==> config.mk <==
export PLATFORM = sky130hd
export DESIGN_NAME = rf_1r1w_arb
export DESIGN_NICKNAME = d
export VERILOG_FILES = /design/src/rtl/rf_1r1w_arb_pkg.sv /design/src/rtl/rf_1r1w_arb_rr_arb2.sv /design/src/rtl/rf_1r1w_arb.sv
export SDC_FILE = /design/constraint.sdc
export NUM_CORES = 1
export LEC_CHECK = 0
export ABC_AREA = 1
export BUFFER_PORTS_ARGS = -buffer_cell sky130_fd_sc_hd__clkbuf_2
export CORE_AREA = 2 2 149 151
export CTS_BUF_LIST = sky130_fd_sc_hd__clkbuf_8
export DETAILED_ROUTE_END_ITERATION = 10
export DIE_AREA = 0 0 151 153
export MAX_ROUTING_LAYER = met4
export REMOVE_ABC_BUFFERS = 1
export SKIP_CTS_REPAIR_TIMING = 1
export SYNTH_ARGS = -nofsm -noshare
export SYNTH_HDL_FRONTEND = slang
export SYNTH_SLANG_ARGS = --single-unit
export TNS_END_PERCENT = 100
==> constraint.sdc <==
create_clock -name clk -period 2.17 [get_ports clk]
set_input_delay 0.3255 -clock clk [delete_from_list [all_inputs] [get_ports clk]]
set_output_delay 0.3255 -clock clk [all_outputs]
set_load 0.02 [all_outputs]
==> src/rtl/rf_1r1w_arb_pkg.sv <==
// Shared constants for the rf_1r1w bank arbiter: requester index width and
// the default write-starvation limit.
package rf_1r1w_arb_pkg;
  localparam int ID_W           = 1;
  localparam int STARVE_MAX_DEF = 3;
endpackage

==> src/rtl/rf_1r1w_arb_rr_arb2.sv <==
// Two-way round-robin arbiter. The pointer names the preferred requester and
// flips away from whoever was last granted.
module rr_arb2 (
  input  logic       clk,
  input  logic       reset_n,
  input  logic [1:0] req,
  output logic [1:0] gnt
);
  logic rr;

  always_comb begin
    gnt = 2'b00;
    if (reset_n) begin
      if (req == 2'b11) gnt = rr ? 2'b10 : 2'b01;
      else              gnt = req;
    end
  end

  always_ff @(posedge clk) begin
    if (!reset_n)  rr <= 1'b0;
    else if (|gnt) rr <= ~gnt[1];
  end
endmodule

==> src/rtl/rf_1r1w_arb.sv <==
// Arbiter/sequencer for one 1R1W register-file bank: round-robin read port,
// priority write port with a starvation guard, and same-cycle write bypass.
module rf_1r1w_arb
  import rf_1r1w_arb_pkg::*;
#(
  parameter int WIDTH      = 65,
  parameter int LG_DEPTH   = 8,
  parameter int STARVE_MAX = STARVE_MAX_DEF
) (
  input  logic                clk,
  input  logic                reset_n,
  input  logic [1:0]          rd_val,
  input  logic [LG_DEPTH-1:0] rd_addr0,
  input  logic [LG_DEPTH-1:0] rd_addr1,
  output logic [1:0]          rd_rdy,
  input  logic [1:0]          wr_val,
  input  logic [LG_DEPTH-1:0] wr_addr0,
  input  logic [LG_DEPTH-1:0] wr_addr1,
  input  logic [WIDTH-1:0]    wr_data0,
  input  logic [WIDTH-1:0]    wr_data1,
  output logic [1:0]          wr_rdy,
  output logic                resp_val,
  output logic [ID_W-1:0]     resp_id,
  output logic [WIDTH-1:0]    resp_data,
  output logic                rf_ren,
  output logic [LG_DEPTH-1:0] rf_raddr,
  input  logic [WIDTH-1:0]    rf_rdata,
  output logic                rf_wen,
  output logic [LG_DEPTH-1:0] rf_waddr,
  output logic [WIDTH-1:0]    rf_wdata
);
  localparam int              SW         = $clog2(STARVE_MAX + 1);
  localparam logic [SW-1:0]   STARVE_LIM = SW'(STARVE_MAX);

  logic [SW-1:0]     starve;
  logic              vld_p1;
  logic [ID_W-1:0]   id_p1;
  logic              byp_p1;
  logic [WIDTH-1:0]  byp_data_p1;

  // ---- stage p0: arbitration and bank issue ----
  rr_arb2 u_rd_arb (
    .clk     (clk),
    .reset_n (reset_n),
    .req     (rd_val),
    .gnt     (rd_rdy)
  );

  assign rf_ren   = |rd_rdy;
  assign rf_raddr = rd_rdy[1] ? rd_addr1 : rd_addr0;

  // Requester 0 has priority unless requester 1 has lost STARVE_MAX times in a row.
  always_comb begin
    wr_rdy = 2'b00;
    if (reset_n) begin
      if (wr_val[1] && (!wr_val[0] || starve == STARVE_LIM)) wr_rdy = 2'b10;
      else if (wr_val[0])                                    wr_rdy = 2'b01;
    end
  end

  assign rf_wen   = |wr_rdy;
  assign rf_waddr = wr_rdy[1] ? wr_addr1 : wr_addr0;
  assign rf_wdata = wr_rdy[1] ? wr_data1 : wr_data0;

  always_ff @(posedge clk) begin
    if (!reset_n)                     starve <= '0;
    else if (wr_rdy[1] || !wr_val[1]) starve <= '0;
    else if (wr_val == 2'b11)         starve <= starve + SW'(1);
  end

  // ---- stage p1: response ----
  always_ff @(posedge clk) begin
    if (!reset_n) begin
      vld_p1 <= 1'b0;
      id_p1  <= '0;
      byp_p1 <= 1'b0;
    end else begin
      vld_p1 <= rf_ren;
      id_p1  <= ID_W'(rd_rdy[1]);
      byp_p1 <= rf_ren && rf_wen && (rf_raddr == rf_waddr);
    end
  end

  always_ff @(posedge clk) begin
    byp_data_p1 <= rf_wdata;
  end

  assign resp_val  = vld_p1;
  assign resp_id   = id_p1;
  assign resp_data = byp_p1 ? byp_data_p1 : rf_rdata;
endmodule
Word level (Yosys, flattened, before mapping) --
Cells that the tools add are included.
Operators by class: add/subtract/negate cells 1, multiply operators 0, div/mod/pow operators 0, magnitude comparators 0, eq/ne operators 4, shift operators 0, multiplexer cells 10, bitwise gates (word level) 2, reduce and logical (&&, ||, !) cells 10
Operators with widths (number):
- two-way mux 65 bit | 2
- two-way mux 8 bit | 2
- two-way mux 2 bit | 5
- equality test 8 bit | 1
- equality test 2 bit, second input constant | 3
- OR reduction 2 bit | 3
- logical AND 1 bit | 3
- adder 2 x 1 -> 2 bit, second input constant | 1
- logical NOT 1 bit | 2
- logical OR 1 bit | 2
- inverter 1 bit | 2
- two-way mux 1 bit | 1
Storage, ports and cells: flip-flop bits (word level) 71, bits in latches 0, RAM bits 0, memory bits (read-only) 0, output and inout port bits 154, word-level logic and storage cells 33, memories kept 0

Logic depth before layout (Yosys ltp) --
Gate-level depths: netlist (run 1).
depth after elaboration 8, depth in mapped cells 12, depth with buffers taken out 11

Modules after synthesis --
A second synthesis (run 1) with hierarchy kept.
Second synthesis, totals: cell total of the unflattened synthesis 472, area total of the unflattened synthesis 3574.7 um2
By module, submodules not included:
- rf_1r1w_arb | times used 1, cells each 462, area each 3520.9 um2
- rr_arb2 | times used 1, cells each 10, area each 53.8 um2

Worst setup path before layout (run 1) --
Ideal clock, no wire load.
path type register to output, from register starve[0], to output port rf_wdata[55], arrival 1.420 ns, data required time 1.845 ns, setup slack 0.425 ns, stages on the path, launching flop included 7, buffers on the path 1, cells stage by stage dfxtp_1 ha_1 inv_1 a21oi_2 clkbuf_1 nand2_1 nand2_1
Between the ends: longest elaborated chain between the ends 6
RTL lines:
- from (decl) | line rf_1r1w_arb.sv:35 | logic [SW-1:0] starve;
- from (signal assigned) | line rf_1r1w_arb.sv:68 | else if (wr_val == 2'b11) starve <= starve + SW'(1);
- equality test 2 bit | line rf_1r1w_arb.sv:56 | if (wr_val[1] && (!wr_val[0] || starve == STARVE_LIM)) wr_rdy = 2'b10;
- logical OR 1 bit | line rf_1r1w_arb.sv:56
- logical AND 1 bit | line rf_1r1w_arb.sv:56
- two-way mux 2 bit | line rf_1r1w_arb.sv:56
- two-way mux 2 bit | line rf_1r1w_arb.sv:55 | if (reset_n) begin
- net wr_rdy[1] | line rf_1r1w_arb.sv:21 | output logic [1:0] wr_rdy,
- two-way mux 65 bit | line rf_1r1w_arb.sv:63 | assign rf_wdata = wr_rdy[1] ? wr_data1 : wr_data0;
- to (decl) | line rf_1r1w_arb.sv:30 | output logic [WIDTH-1:0] rf_wdata
The timed path passes the listed nets, and every way through them passes these cells.

Final worst setup path (run 1) --
from register starve[0], to output port rf_wdata[20]
Between the ends: longest elaborated chain between the ends 6
RTL lines (line):
- equality test 2 bit | rf_1r1w_arb.sv:56
- logical OR 1 bit | rf_1r1w_arb.sv:56
- logical AND 1 bit | rf_1r1w_arb.sv:56
- two-way mux 2 bit | rf_1r1w_arb.sv:56
- two-way mux 2 bit | rf_1r1w_arb.sv:55
- two-way mux 65 bit | rf_1r1w_arb.sv:63
Every way passes these cells.

==> results of run 1 <==
flip-flops by register name (all words and copies together), names as in the netlist:
register and flops:
byp_data_p1 65, starve 2, byp_p1 1, resp_id 1
resp_val 1, u_rd_arb.rr 1
layer usage:
metal | share of wire | up-vias | track usage | wire (um)
met3 | 0.079 | 29 | 0.0346 | 1460
met4 | 0.024 | 0 | 0.0458 | 451
met2 | 0.49 | 263 | 0.242 | 9100
met1 | 0.40 | 2105 | 0.151 | 7430
met5 | 0 | - | - | 0
li1 | - | 2370 | - | -
worst max-delay path by stage:
| stage | cells after the start | slack (ps) | to |
|---|---|---|---|
| 6_report | 8 | 70 | rf_wdata[20] |
| 5_1_grt | 8 | -30 | rf_wdata[52] |
| 4_1_cts | 8 | -220 | rf_wdata[52] |
| 3_5_place_dp | 8 | 200 | rf_wdata[52] |
| 3_3_place_gp | 8 | 250 | rf_wdata[33] |
| 2_1_floorplan | 9 | -720 | byp_p1 |
cells in the final DEF, fill, tap and decap left out, drive strengths merged, types with 4 or more instances in the layout:
cell / Yosys / routed
clkbuf: 3 / 345
nand2: 273 / 275
dfxtp: 71 / 71
buf: 21 / 69
mux2: 65 / 65
inv: 24 / 26
nand3: 12 / 12
nand3b: 8 / 8
nor2: 8 / 8
o21ai: 6 / 6
clkinv: 1 / 5
a21oi: 4 / 4
synthesized netlist by cell type:
cell and instances:
mux2_2 65, o21ai_1 2, inv_2 1, nand2_1 257, a21oi_1 3, nand4_1 1, dfxtp_1 71, a21oi_2 1
inv_1 23, buf_2 12, ha_1 1, a211oi_1 1, clkinv_4 1, nor2_1 8, a31oi_1 2, nand2_4 3
o21ai_0 4, clkbuf_1 3, nand3_1 12, nand2_2 13, buf_6 3, buf_4 6, nand3b_1 8
cells by family after synthesis:
logic type,share of synthesized area
AND/OR/NAND/NOR,0.332
buffers and inverters,0.0668
flip-flops,0.382
multiplexers,0.197
AO/OA/AOI/OAI,0.0198
adder cells (fa/ha/maj),0.00336
cell type report:
class / instances / area share
Timing Repair Buffer: 405 / 0.371
Sequential cell: 71 / 0.212
Inverter: 25 / 0.0151
Multi-Input combinational cell: 383 / 0.324
Clock inverter: 7 / 0.00690
Clock buffer: 9 / 0.0185
Tap cell: 280 / 0.0522
where the power goes:
group	internal [uW]	switching, uW
Clock	416	568
Combinational	509	652
Sequential	1400	26.9
Total	2320	1250
worst max-delay path: cells and delay by family, from the launching register on:
| kind | cells | cell delay, ps |
|---|---|---|
| flops | 1 | 360 |
| simple gates | 2 | 170 |
| buf+inv | 4 | 530 |
| fa+ha+maj | 1 | 150 |
| compound gates | 1 | 210 |
stage by stage:
stage          worst slack, ps  setup TNS [ps]
2_1_floorplan             -721          -88840
3_3_place_gp               248               0
3_5_place_dp               198               0
4_1_cts                   -215           -8960
5_1_grt                  -26.8            -273
6_report                  74.5               0
==> impl_metrics.toml, run 1 <==
[route]
dr.pass1.iters = 4
finalWirelength_mm = 18.4
viasPerCell = 4.04
drc = 0
ant_nets = 0
drt_iter0_markers = 189
wl_per_cell_um = 15.6
vias = 4767

[power_and_ir_drop]
p_total_uw = 3570
power.density_nw_per_um2 = 532
power.leakage_uw = 0.00378
ir_drop_mv = 0.155

[clock_tree]
cts_buffer_depth = 2
cts.sink_count = 71
htreeDepth = 3
cts_root_buffer = "clkbuf_8"
worstSkewPairLatency_ps = 360
cts_buffers = 9
clk_pin_slew_ps = 100
cts_tree = "done"

[critical_path]
end_kind = "output port"
r2r_cells = 12
crit_type = "reg2out"
critPathLaunch = "starve[0]"
cp_cell_sequence = "ha_4 -> inv_4 -> a21oi_4 -> buf_12 -> buf_12 -> nand2_1 -> nand2_1 -> buf_4"
path_max_fanout = 7
ff2ff_setup_slack_ps = 560
critPathRequiredTime_ps = 1840
rr_startpoint = "starve[0]"
critical_path.max_stage_delay_ps = 360
worstSetupStartpointType = "flop"
worstPathArrival_ps = 1770
timing.rr.end = "byp_p1"
slowest_stage = "dfxtp_2"

[floorplan]
initial_utilization = 0.173
die_area_um2 = 23100
num_rows = 54
io_pins = 387
die_w_um = 151
die_h_um = 153
core_region_area_um2 = 21500

[sta]
setup_viol = 0
rsz0062_at_grt = "true"
slew_viol_final = 0
hold_viol_final = 0
max_freq_mhz = 477
worst_pin_slew_ps = 377
period_share = 0.966
holdWs_ps = 168
min_period_ps = 2100
clock_skew_ps = 14.2
slew_headroom = 0.749

[placement]
port_buffers = 386
globalplace.congestion = 0.855
dp_cells = 1150
placed_area_um2 = 5980
place_hpwl_mm = 13.5

[outcome]
status = "finished clean"

[layout]
areaGrowthSynthToFinish_pct = 80.2
finalNetCount = 1129
final_cell_count_no_fill = 1180
final_area_um2 = 6710
fillers = 2343
seq_area_um2 = 1430
utilization = 0.312
antenna_cells = 0
drive_above_1_share = 0.589
multi_input_area_um2 = 2170

[global_routing]
grt_pass1_wl_mm = 23.8
grt_max_degree = 41
overflow = 0
antenna_found_initial = 0
grt_pass1_vias = 4588
global_route.usage.total = 0.138

[synthesis]
yosysTopAreaCell = "dfxtp_1"
synth_top_area_frac = 0.382
syn_inst = 501
ys_ff_latch = 71
synth_area_leaders = "dfxtp_1, nand2_1, mux2_2"
yosys.cell_types.count = 23
syn_area_per_cell_um2 = 7.43
ys_seq_area_frac = 0.382
synthesis.area_um2 = 3720
yosys_warnings = 0

[hold_path]
min_path_cells = 3
hold_start = "wr_data1[9]"
worstHoldEndpoint = "byp_data_p1[9]"
hp-class = "in2reg"

[run]
maxCapViolCount = 0
Power figures use the tool's default switching activity.
==> run 2, diff against run 1 <==
--- a/config.mk
+++ b/config.mk
@@ -6,7 +6,7 @@
 export NUM_CORES = 1
 export LEC_CHECK = 0
 export ABC_AREA = 1
-export BUFFER_PORTS_ARGS = -buffer_cell sky130_fd_sc_hd__clkbuf_2
+export BUFFER_PORTS_ARGS = -buffer_cell sky130_fd_sc_hd__buf_2
 export CORE_AREA = 2 2 149 151
 export CTS_BUF_LIST = sky130_fd_sc_hd__clkbuf_8
 export DETAILED_ROUTE_END_ITERATION = 10
==> impl_metrics.toml, run 2 (same netlist as run 1, synthesis figures left out) <==
[route]
drc = 0
ant_nets = 0
dr.pass1.iters = 5
wl_per_cell_um = 16.0
viasPerCell = 4.15
finalWirelength_mm = 19.0
drt_iter0_markers = 243
vias = 4915

[power_and_ir_drop]
switching_share = 0.324
seq_power_share = 0.364
combPwrFrac = 0.287
p_total_uw = 3920
power.density_nw_per_um2 = 588
power.leakage_uw = 0.00372
clkPwrFrac = 0.349
internal_power_uw = 2650
ir_drop_mv = 0.317
p_sw_uw = 1270

[critical_path]
end_kind = "output port"
path_max_fanout = 18
rr_startpoint = "starve[0]"
critPathRequiredTime_ps = 1840
worstSetupStartpointType = "flop"
timing.rr.end = "byp_p1"
crit_type = "reg2out"
r2r_cells = 11
ff2ff_setup_slack_ps = 520
worstPathArrival_ps = 1750

[clock_tree]
cts_tree = "done"
cts.sink_count = 71
clk_pin_slew_ps = 100
htreeDepth = 3
worstSkewPairLatency_ps = 360
cts_buffers = 9
cts_root_buffer = "clkbuf_8"
cts_buffer_depth = 2

[sta]
worst_pin_slew_ps = 472
clock_skew_ps = 15.4
slew_headroom = 0.685
setup_tns_ps = 0
hold_viol_final = 0
period_share = 0.957
slew_viol_final = 0
min_period_ps = 2080
setup_viol = 0
max_freq_mhz = 481

[placement]
place_hpwl_mm = 13.5
port_buffers = 386
globalplace.congestion = 0.899

[hold_path]
min_path_cells = 3
hp-class = "in2reg"
worstHoldEndpoint = "byp_data_p1[38]"
hold_start = "wr_data1[38]"

[outcome]
status = "finished clean"

[global_routing]
antenna_found_initial = 2
grt_pass1_vias = 4702
overflow = 0
global_route.usage.total = 0.140
grt_pass1_wl_mm = 24.2
grt_max_degree = 46

[run]
maxCapViolCount = 0

[floorplan]
die_area_um2 = 23100
core_region_area_um2 = 21500
die_h_um = 153
die_w_um = 151
io_pins = 387
num_rows = 54
initial_utilization = 0.173

[layout]
areaGrowthSynthToFinish_pct = 79.3
most-common-layout-cells = "buf_2, nand2_1, dfxtp_1"
largest-register = "byp_data_p1"
largest_register_ffs = 65
drive_above_1_share = 0.583
finalNetCount = 1131
reg_top3 = "byp_data_p1 x65, starve x2"
utilization = 0.311
final_common_cell = "buf_2"
[run 2: cell count changes in the layout (fill, tap and decap cells not counted), sizes merged]
cell,change
inv,-1
clkbuf,-329
nand2,-1
clkinv,-2
buf,+332
diode,+2
bufinv,+3
[run 2: layout make-up]
| cell class | count | area, um^2 |
|---|---|---|
| clock buffers | 9 | 124 |
| inverters | 25 | 101 |
| flip-flops and latches | 71 | 1430 |
| well taps | 280 | 350 |
| multi-input cells | 382 | 2140 |
| diodes | 2 | 5.00 |
| repair buffers | 408 | 2410 |
| clock inverters | 7 | 120 |
| fillers | 2316 | 14800 |
[run 2: critical path: stages, from the launching register on]
cell and delay (ps):
dfxtp_2 370, ha_4 150, inv_4 60, a21oi_4 170
buf_4 150, clkbuf_16 170, nand2_1 80, nand2_1 70
buf_2 160
[run 2: worst max-delay path by stage]
| stage | startpoint | to | slack [ps] | depth (start not counted) |
|---|---|---|---|---|
| 2_1_floorplan | starve[0] | byp_p1 | -720 | 9 |
| 3_3_place_gp | starve[0] | rf_waddr[6] | 310 | 8 |
| 3_5_place_dp | starve[0] | rf_waddr[6] | 300 | 8 |
| 4_1_cts | starve[0] | rf_waddr[6] | -150 | 8 |
| 5_1_grt | starve[0] | rf_wdata[35] | -20 | 8 |
| 6_report | starve[0] | rf_wdata[21] | 90 | 8 |
[run 2: power by group through the flow]
stage | clock network, uW | logic, uW | registers [uW]
after floorplan | 0 | 537 | 1450
after global placement | 0 | 1020 | 1450
after detailed placement | 0 | 1030 | 1460
after CTS | 1440 | 1030 | 1430
after global routing | 1490 | 1220 | 1430
final | 1370 | 1130 | 1430
[run 2: through the flow]
step / std cells / setup WS (ps) / hold slack, ps / area [um^2]
floorplan: 477 / -721 / 421 / 3570
global placement: 1150 / 308 / 431 / 5980
detailed placement: 1150 / 296 / 442 / 5980
CTS: 1166 / -145 / 128 / 6230
global route: 1184 / -19.5 / 145 / 6680
finish: 1184 / 92.6 / 169 / 6680
[run 2: routing by layer]
metal  GRT usage  wire length (um)  vias to the layer above
li1            -                 -                     2379
met3      0.0364              1530                       28
met5           -                 0                        -
met1       0.151              7640                     2225
met4      0.0498               424                        0
met2       0.246              9380                      283
